<file path="config.mk">
export PLATFORM = sky130hd
export DESIGN_NAME = cache_ctrl_assoc
export DESIGN_NICKNAME = d
export VERILOG_FILES = /design/src/rtl/cache_ctrl_assoc.sv
export SDC_FILE = /design/constraint.sdc
export NUM_CORES = 1
export LEC_CHECK = 0
export ABC_AREA = 0
export CAP_MARGIN = 20
export CORE_ASPECT_RATIO = 0.6
export CORE_MARGIN = 4
export CORE_UTILIZATION = 40
export CTS_CLUSTER_SIZE = 30
export DETAILED_ROUTE_END_ITERATION = 8
export GPL_ROUTABILITY_DRIVEN = 0
export HOLD_SLACK_MARGIN = 0.12
export PLACE_DENSITY = 0.6
export SYNTH_ARGS = -nofsm -noshare
export SYNTH_HDL_FRONTEND = slang
export SYNTH_HIERARCHICAL = 1
export SYNTH_SLANG_ARGS = --single-unit
</file>
<file path="constraint.sdc">
create_clock -name clk -period 4.15 [get_ports clk]
set_input_delay 0.83 -clock clk [delete_from_list [all_inputs] [get_ports clk]]
set_output_delay 0.83 -clock clk [all_outputs]
set_load 0.02 [all_outputs]
</file>
<file path="src/rtl/cache_ctrl_assoc.sv">
// N-way set-associative cache controller with per-set tree pseudo-LRU and invalid-way preference.
// Define CACHE_CTRL_PERF_EN to add the hit_count / miss_count performance counters.
module cache_ctrl_assoc_plru #(
  parameter int WAYS = 4,
  parameter int WB   = 2
) (
  input  logic          clk,
  input  logic          reset,
  input  logic          touch,
  input  logic [WB-1:0] touch_way,
  output logic [WB-1:0] victim_way
);

  logic [WAYS-2:0] tree;

  // Bit value 0 steers toward the lower half; walk from root picking a child per level.
  function automatic logic [WB-1:0] walk(input logic [WAYS-2:0] t);
    int unsigned n;
    walk = '0;
    n    = 0;
    for (int l = 0; l < WB; l++) begin
      walk[WB-1-l] = t[n];
      n = 2*n + 1 + (t[n] ? 1 : 0);
    end
  endfunction

  function automatic logic [WAYS-2:0] point_away(input logic [WAYS-2:0] t, input logic [WB-1:0] w);
    int unsigned n;
    point_away = t;
    n          = 0;
    for (int l = 0; l < WB; l++) begin
      point_away[n] = ~w[WB-1-l];
      n = 2*n + 1 + (w[WB-1-l] ? 1 : 0);
    end
  endfunction

  always_ff @(posedge clk or negedge reset) begin
    if (!reset)     tree <= '0;
    else if (touch) tree <= point_away(tree, touch_way);
  end

  assign victim_way = walk(tree);

endmodule

module cache_ctrl_assoc #(
  parameter int WAYS     = 4,
  parameter int SET_BITS = 3
) (
  input  logic                  clk,
  input  logic                  reset,
  input  logic                  mem_read,
  input  logic                  mem_write,
  input  logic [SET_BITS-1:0]   set_idx,
  input  logic [WAYS-1:0]       hit_vec,
  input  logic [WAYS-1:0]       valid_vec,
  input  logic [WAYS-1:0]       dirty_vec,
  input  logic                  pmem_resp,
  output logic                  mem_resp,
  output logic                  pmem_read,
  output logic                  pmem_write,
  output logic                  pmem_addr_sel,
  output logic [$clog2(WAYS)-1:0] way_sel,
  output logic                  load_line,
  output logic                  set_dirty,
  output logic                  clr_dirty
`ifdef CACHE_CTRL_PERF_EN
  ,
  output logic [31:0]           hit_count,
  output logic [31:0]           miss_count
`endif
);

  localparam int WB   = $clog2(WAYS);
  localparam int SETS = 2**SET_BITS;

  typedef enum logic [1:0] {CHECK, WRITE_BACK, ALLOCATE} state_t;

  typedef struct packed {
    logic          mem_resp;
    logic          pmem_read;
    logic          pmem_write;
    logic          pmem_addr_sel;
    logic [WB-1:0] way_sel;
    logic          load_line;
    logic          set_dirty;
    logic          clr_dirty;
  } ctl_t;

  state_t                  state_q, state_d;
  ctl_t                    ctl, ctl_o;
  logic [WB-1:0]           victim_q, victim_d;
  logic [SET_BITS-1:0]     miss_set_q;
  logic [SETS-1:0][WB-1:0] plru_way;
  logic                    req, hit_any, inv_any, victim_dirty;
  logic                    hit_touch, fill_touch, miss_take;
  logic [WB-1:0]           hit_way, inv_way, touch_way;

  function automatic logic [WB-1:0] lowest(input logic [WAYS-1:0] v);
    lowest = '0;
    for (int i = WAYS-1; i >= 0; i--)
      if (v[i]) lowest = WB'(i);
  endfunction

  assign req          = mem_read | mem_write;
  assign hit_any      = |hit_vec;
  assign hit_way      = lowest(hit_vec);
  assign inv_any      = ~&valid_vec;
  assign inv_way      = lowest(~valid_vec);
  assign victim_d     = inv_any ? inv_way : plru_way[set_idx];
  assign victim_dirty = valid_vec[victim_d] & dirty_vec[victim_d];
  assign touch_way    = hit_touch ? hit_way : victim_q;

  for (genvar s = 0; s < SETS; s++) begin : g_set
    cache_ctrl_assoc_plru #(.WAYS(WAYS), .WB(WB)) u_plru (
      .clk        (clk),
      .reset      (reset),
      .touch      ((hit_touch  && set_idx    == SET_BITS'(s)) ||
                   (fill_touch && miss_set_q == SET_BITS'(s))),
      .touch_way  (touch_way),
      .victim_way (plru_way[s])
    );
  end

  always_ff @(posedge clk or negedge reset) begin
    if (!reset) begin
      state_q    <= CHECK;
      victim_q   <= '0;
      miss_set_q <= '0;
    end else begin
      state_q <= state_d;
      if (miss_take) begin
        victim_q   <= victim_d;
        miss_set_q <= set_idx;
      end
    end
  end

  always_comb begin
    state_d    = state_q;
    ctl        = '0;
    hit_touch  = 1'b0;
    fill_touch = 1'b0;
    miss_take  = 1'b0;
    case (state_q)
      CHECK: begin
        if (req && hit_any) begin
          ctl.mem_resp  = 1'b1;
          ctl.way_sel   = hit_way;
          ctl.set_dirty = mem_write;
          hit_touch     = 1'b1;
        end else if (req) begin
          miss_take = 1'b1;
          state_d   = victim_dirty ? WRITE_BACK : ALLOCATE;
        end
      end
      WRITE_BACK: begin
        ctl.pmem_write    = 1'b1;
        ctl.pmem_addr_sel = 1'b1;
        ctl.way_sel       = victim_q;
        if (pmem_resp) begin
          ctl.clr_dirty = 1'b1;
          state_d       = req ? ALLOCATE : CHECK;
        end
      end
      ALLOCATE: begin
        // A dropped request still installs the line once memory answers.
        ctl.pmem_read = 1'b1;
        ctl.way_sel   = victim_q;
        if (pmem_resp) begin
          ctl.load_line = 1'b1;
          ctl.clr_dirty = 1'b1;
          fill_touch    = 1'b1;
          state_d       = CHECK;
        end
      end
      default: state_d = CHECK;
    endcase
  end

  // Outputs fall to zero the moment reset asserts, without waiting for a clock.
  assign ctl_o         = reset ? ctl : '0;
  assign mem_resp      = ctl_o.mem_resp;
  assign pmem_read     = ctl_o.pmem_read;
  assign pmem_write    = ctl_o.pmem_write;
  assign pmem_addr_sel = ctl_o.pmem_addr_sel;
  assign way_sel       = ctl_o.way_sel;
  assign load_line     = ctl_o.load_line;
  assign set_dirty     = ctl_o.set_dirty;
  assign clr_dirty     = ctl_o.clr_dirty;

`ifdef CACHE_CTRL_PERF_EN
  always_ff @(posedge clk or negedge reset) begin
    if (!reset) begin
      hit_count  <= '0;
      miss_count <= '0;
    end else begin
      if (hit_touch) hit_count  <= hit_count + 32'd1;
      if (miss_take) miss_count <= miss_count + 32'd1;
    end
  end
`endif

endmodule

</file>
### Yosys cells after proc, flatten, opt, wreduce, memory -nomap -nowiden

Cells that the tools add are included.
Widths: inputs -> output; s select.

| operators by class | value |
|---|---|
| muxes and demuxes | 73 |
| shift operators | 0 |
| divide/modulo/power cells | 0 |
| eq/ne operators | 20 |
| reductions and logical operators | 33 |
| magnitude comparators | 12 |
| multiply operators | 0 |
| $add $sub $neg | 9 |
| bitwise operators | 5 |

Operators with widths:

| kind | number |
|---|---|
| $add 1x32->32 const A | 8 |
| $lt 32x3->1 const B | 8 |
| $mux 2 | 19 |
| $ge 32x1->1 const B | 1 |
| $mux 1 | 31 |
| $bwmux 3 | 8 |
| $eq 3x3->1 const B | 8 |
| $bmux 1 s2 | 10 |
| $logic_and 1x1->1 | 18 |
| $eq 3x2->1 const B | 4 |
| $mux 9 | 1 |
| $logic_or 1x1->1 | 8 |
| $ne 2x2->1 const B | 4 |
| $reduce_and 4->1 | 2 |
| $bmux 2 s3 | 1 |
| $eq 3x1->1 const B | 2 |
| $logic_not 3->1 | 2 |
| $lt 2x3->1 const B | 2 |
| $pmux 2 s3 | 1 |
| $lt 3x4->1 const B | 1 |
| $not 4->4 | 1 |
| $pmux 2 s2 | 1 |
| $reduce_or 4->1 | 1 |
| $add 1x1->2 const A | 1 |
| 8 further kinds | 9 |

| storage, ports and cells | value |
|---|---|
| register bits after elaboration | 31 |
| latch bits | 0 |
| memory bits (read-only) | 0 |
| memory bits (writable) | 0 |
| logic and storage cells | 163 |
| memories kept | 0 |

### Longest topological paths before layout

Gate-level depths: netlist of run 1.

| depth | value |
|---|---|
| depth in word-level cells | 14 |
| gate-level depth with buffers | 8 |
| mapped depth without buffers | 8 |

### Cells and area by module

The synthesis of run 1 kept the hierarchy.

By module, submodules not included:

| module | area each (µm²) | instances | cells an instance |
|---|---|---|---|
| cache_ctrl_assoc_plru | 142.6 | 8 | 13 |
| cache_ctrl_assoc | 925.9 | 1 | 111 |

### Worst setup path after synthesis of run 1

No wires, ideal clock.

| timing | value |
|---|---|
| kind | input to output |
| from | input hit_vec[2] |
| to | output set_dirty |
| stages on the path | 4 |
| slack | 1404 ps |
| required time | 3320 ps |
| arrival time | 1916 ps |
| path through | or4_1 -> buf_2 -> nor2b_1 -> and3_1 |

| on the way | value |
|---|---|
| cells in the longest elaborated chain, start to end | 5 |

Ends and longest elaborated chain:

| what | RTL line | RTL |
|---|---|---|
| from (decl) | 55 | `input logic [WAYS-1:0] hit_vec,` |
| $reduce_or 4->1 | 106 | `assign hit_any = \|hit_vec;` |
| $logic_and 1x1->1 | 147 | `if (req && hit_any) begin` |
| $mux 1 | 147 |  |
| $mux 1 | 145 | `case (state_q)` |
| $mux 9 | 182 | `assign ctl_o = reset ? ctl : '0;` |
| to (decl) | 65 | `output logic set_dirty,` |

No other way between the ends.

### Final worst setup path of run 1

Same ends and word-level chain as after synthesis.

==> impl_metrics.toml, run 1 <==
[outcome]
status = "completed"

[cts]
cts_buffer_depth = 2
cts_inserted_buffers = 5
clockRootBuffer = "clkbuf_8"
htreeDepth = 2
clock_sinks = 31
cts_resized = 0
cts_setup_buffers = 0
clk_latency_ps = 270
cts_tree = "done"
clk_pin_slew_worst_paths_ps = 70
cts_hold_buffers = 0

[critical_path]
worstSetupStartpointType = "primary input"
crit_arrival_ps = 2940
cp_max_fo = 8
critPathRequiredTime_ps = 3320
end_kind = "primary output"
crit_type = "in2out"

[drt]
drt_iter0_markers = 98
routed_wl_um = 4600
ant_nets = 0
drt-vias-per-instance = 5.31
via_count = 1621
drt_pass1_iterations = 4
post_drt_wl_per_cell_um = 15.1
drc_errors = 0

[synth]
synth_ff_type = "dfrtp_1"
yosys_warnings = 6
synth_area_um2 = 2070
synth_cells = 215
synth_top_area_cell = "dfrtp_1"
synth_fp_nets = 239
yosysUniqueCellTypes = 49
synth_top_area_share_pct = 37.5
synth.area.top_cells = "dfrtp_1 38%, nor2b_4 5.3%, mux2i_1 4.8%"
synth-edff-count = 0
ys_async_sr_fraction_pct = 100
synth_seq_area_share_pct = 37.5
synth_seq_cells = 31
avgSynthCellArea_um2 = 9.61

[sta]
hold_viol = 0
slew_viol_final = 0
rsz0062_at_grt = "no"
finClkSkew_ps = 2.92
tightest_slew_ps = 700
max_freq_mhz = 265
max_slew_margin_pct = 52.8
period_share_pct = 90.8
tns_ps = 0
layout_min_cycle_time_ps = 3770
finalSetupViolCount = 0

[floorplan]
ios = 29
core_area_um2 = 4780
die_h_um = 63.7
rows = 19
die_w_um = 101
initial_utilization_pct = 43.3
die_area_um2 = 6420

[hold_path]
holdCritPathClass = "reg2reg"

[placed_design]
io_buffer_count = 28
dp_hpwl_um = 3590

[run]
maxCapViolCount = 0

[layout]
ff_latch_area_um2 = 776
syn_to_final_growth_pct = 18.4
diodes = 0
fillCellCount = 465
multi_input_area_um2 = 1120
nNetsFinal = 265
drive_gt1_share_pct = 15.3
fin_util_pct = 51.2

[global_route]
grt_max_degree = 25
grt_pass1_wl_um = 7670
antenna_found_initial = 0
grt.overflow.total = 0
grt.total_usage_pct = 15.0
grt_pass1_vias = 1486

[power]
power.density_nw_per_um2 = 551
p_leak_nw = 1.02
p_total_mw = 1.35
ir_worst_vdd_uv = 377
## path summary, 6_finish.rpt
check / startpoint / to / cells after the start / slack (ps)
worst max-delay path: hit_vec[2] / set_dirty / 5 / 380
worst min-delay path: g_set[7].u_plru/tree[1] / g_set[7].u_plru/tree[1] / 2 / 520
worst max register to register: state_q[0] / g_set[4].u_plru/tree[1] / 8 / 1530
worst min register to register: g_set[7].u_plru/tree[1] / g_set[7].u_plru/tree[1] / 2 / 520
max in group asynchronous: reset / g_set[3].u_plru/tree[1] / 2 / 2940
min in group asynchronous: reset / state_q[0] / 2 / 970
## final cells by class
class | count | share of cell area (%)
Timing Repair Buffer | 32 | 12.7
Inverter | 20 | 3.07
Sequential cell | 31 | 31.7
Tap cell | 63 | 3.22
Clock inverter | 2 | 0.511
Clock buffer | 6 | 2.97
Multi-Input combinational cell | 151 | 45.9
## cell families (layout without fill, tap and decap cells)
kind of cell,after synthesis,in the layout,synth area share [%]
mux,18,18,11.6
fa+ha+maj,4,4,2.42
buf+inv,33,60,8.17
simple gates,60,60,18.3
compound gates,69,69,22.0
flops,31,31,37.5
## flip-flops by register name (all words and copies together) (netlist names)
| name | cells |
|---|---|
| victim_q | 2 |
| miss_set_q | 3 |
| state_q | 2 |
| g_set.u_plru/tree | 24 |
## per-layer routing
layer	part of all wire [%]	global-route usage [%]
met1	56	25.2
met2	38	18.9
met3	6.2	3.75
met4	0.24	2.02
met5	0	0
## stage by stage
stage               hold WS, ps  std cells  setup WS (ps)  cell area [um^2]
detailed placement          512        297            390              2360
floorplan                   484        215           1400              2070
global placement            508        297            426              2360
global route                542        305            273              2450
CTS                         525        305            383              2450
finish                      516        305            381              2450
## report_power, final
group          switching [mW]  internal, mW
registers              0.0923         0.443
logic                   0.310         0.274
clock network           0.112         0.117
total                   0.515         0.834
## layout by cell type, fill, tap and decap left out, types with 3 or more instances in the layout
master / count
a21o_2: 8
a21oi_1: 15
a31oi_1: 8
and2_1: 3
and3_1: 3
buf_4: 4
clkbuf_8: 5
clkdlybuf4s50_1: 28
dfrtp_1: 31
ha_1: 4
inv_1: 20
mux2_2: 3
mux2i_1: 10
nand2_1: 15
nand2b_1: 7
nand3_1: 4
nor2_1: 7
nor2b_4: 8
nor3_1: 3
o21ai_0: 13
o22ai_1: 6
## synth_stat cells, drive strengths merged (3+ instances only)
| cell | number |
|---|---|
| dfrtp | 31 |
| inv | 20 |
| a21oi | 15 |
| nand2 | 15 |
| o21ai | 13 |
| buf | 12 |
| mux2i | 11 |
| a21o | 10 |
| nor2b | 9 |
| a31oi | 8 |
| nor2 | 8 |
| nand2b | 7 |
| o22ai | 6 |
| ha | 4 |
| mux2 | 4 |
| nand3 | 4 |
| and2 | 3 |
| and3 | 3 |
| mux4 | 3 |
| nor3 | 3 |
## critical path, cell delays in order
cell and delay, ps:
clkdlybuf4s50_1 450, or4_1 690, nor2b_1 220, and3_1 220, clkdlybuf4s50_1 530
No activity file was read; power rests on OpenSTA's default activity.
==> run 2: changes to the inputs <==
--- a/config.mk
+++ b/config.mk
@@ -8,7 +8,7 @@
 export ABC_AREA = 0
 export CAP_MARGIN = 20
 export CORE_ASPECT_RATIO = 0.6
-export CORE_MARGIN = 4
+export CORE_MARGIN = 2
 export CORE_UTILIZATION = 40
 export CTS_CLUSTER_SIZE = 30
 export DETAILED_ROUTE_END_ITERATION = 8
==> run 2 against run 1 <==
Utilization is 2.5 points lower. Setup slack better by 15 ps. First-iteration DRC count decreased by 40%. Wire length grew 0.20%. Highest routed layer is now met3.
==> impl_metrics.toml, run 2 (synthesis gave the netlist of run 1 again) <==
[outcome]
status = "completed"

[hold_path]
hold_start = "g_set[4].u_plru/tree[1]"
holdCritPathClass = "reg2reg"

[drt]
drt_iter0_markers = 59
via_count = 1645
ant_nets = 0
post_drt_wl_per_cell_um = 15.0
drc_errors = 0
drt-vias-per-instance = 5.34
drt_pass1_iterations = 4
routed_wl_um = 4610

[cts]
cts_buffer_depth = 2
clk_pin_slew_worst_paths_ps = 60
cts_inserted_buffers = 5
htreeDepth = 2
clock_sinks = 31
cts_tree = "done"
clk_latency_ps = 280
cts_resized = 0
clockRootBuffer = "clkbuf_8"
cts_setup_buffers = 0
cts_hold_buffers = 0

[sta]
tns_ps = 0
tightest_slew_ps = 669
max_slew_margin_pct = 54.9
worst_slack_ps = 396
hold_slack_ps = 520
finClkSkew_ps = 3.94
max_freq_mhz = 266
rsz0062_at_grt = "no"
hold_viol = 0
finalSetupViolCount = 0
slew_viol_final = 0
period_share_pct = 90.5
layout_min_cycle_time_ps = 3750

[layout]
final_common_cell = "dfrtp_1"
instances_no_fill = 308
syn_to_final_growth_pct = 18.6
fillCellCount = 483
fin_util_pct = 48.7
reg.largest.list = "g_set.u_plru/tree x24, miss_set_q x3"
nNetsFinal = 265
mostFrequentLayoutCells = "31 x dfrtp_1, 28 x clkdlybuf4s50_1, 20 x inv_1"
diodes = 0
largest_register = "g_set.u_plru/tree"
drive_gt1_share_pct = 15.3
stdcell_area_um2 = 2450
largest_reg_flops = 24

[critical_path]
cp_max_fo = 8
critPathRequiredTime_ps = 3320
crit_type = "in2out"
reg2reg_from = "state_q[0]"
end_kind = "primary output"
cp-startpoint = "hit_vec[2]"
crit_arrival_ps = 2920
worstSetupStartpointType = "primary input"

[placed_design]
dp_cells = 300
place_area_um2 = 2370
dp_hpwl_um = 3530
io_buffer_count = 28
pre_cts_ws_ps = 421

[global_route]
use_met1_pct = 26.2
top_usage_layer = "met1"
grt_pass1_wl_um = 7720
grt_pass1_vias = 1478
use_met3_pct = 4.68
grt_max_degree = 25
grt.overflow.total = 0
antenna_found_initial = 0
grt_util_met2_pct = 24.3
grt.total_usage_pct = 17.0

[power]
power.density_nw_per_um2 = 553
p_leak_nw = 1.02
p_total_mw = 1.35
ir_worst_vdd_uv = 270

[floorplan]
rows = 20
core_area_um2 = 5030
ios = 29
die_area_um2 = 5780
die_w_um = 96.8
initial_utilization_pct = 41.1
die_h_um = 59.7

[run]
maxCapViolCount = 0
[run 2: critical path, cell delays in order]
cell,delay (ps)
clkdlybuf4s50_1,440
or4_1,670
nor2b_1,230
and3_1,230
clkdlybuf4s50_1,530
[run 2: cell type report]
cell class / instances / area [um^2] / area share, %
clock buffers: 6 / 72.6 / 2.96
flip-flops and latches: 31 / 776 / 31.6
clock inverters: 2 / 12.5 / 0.510
well taps: 66 / 82.6 / 3.37
inverters: 20 / 75.1 / 3.06
repair buffers: 32 / 310 / 12.7
multi-input cells: 151 / 1120 / 45.8
[run 2: path summary, 6_finish.rpt]
check	cells after the start	slack, ps	to
min in group asynchronous	1	930	miss_set_q[2]
hold / removal	2	520	g_set[4].u_plru/tree[1]
hold reg to reg	2	520	g_set[4].u_plru/tree[1]
max in group asynchronous	2	2600	g_set[5].u_plru/tree[2]
setup / recovery	5	400	set_dirty
setup reg to reg	8	1540	g_set[4].u_plru/tree[1]
[run 2: power breakdown]
| part | switching [mW] | leakage, nW | total [mW] | internal (mW) |
|---|---|---|---|---|
| Clock | 0.116 | 0.0412 | 0.233 | 0.117 |
| Combinational | 0.306 | 0.610 | 0.580 | 0.274 |
| Sequential | 0.0983 | 0.365 | 0.541 | 0.443 |
| Total | 0.521 | 1.02 | 1.35 | 0.834 |
[run 2: per-layer routing]
layer,share of wire [%],up-vias
met2,41,31
li1,-,823
met4,0,0
met3,4.1,0
met5,0,-
met1,55,791
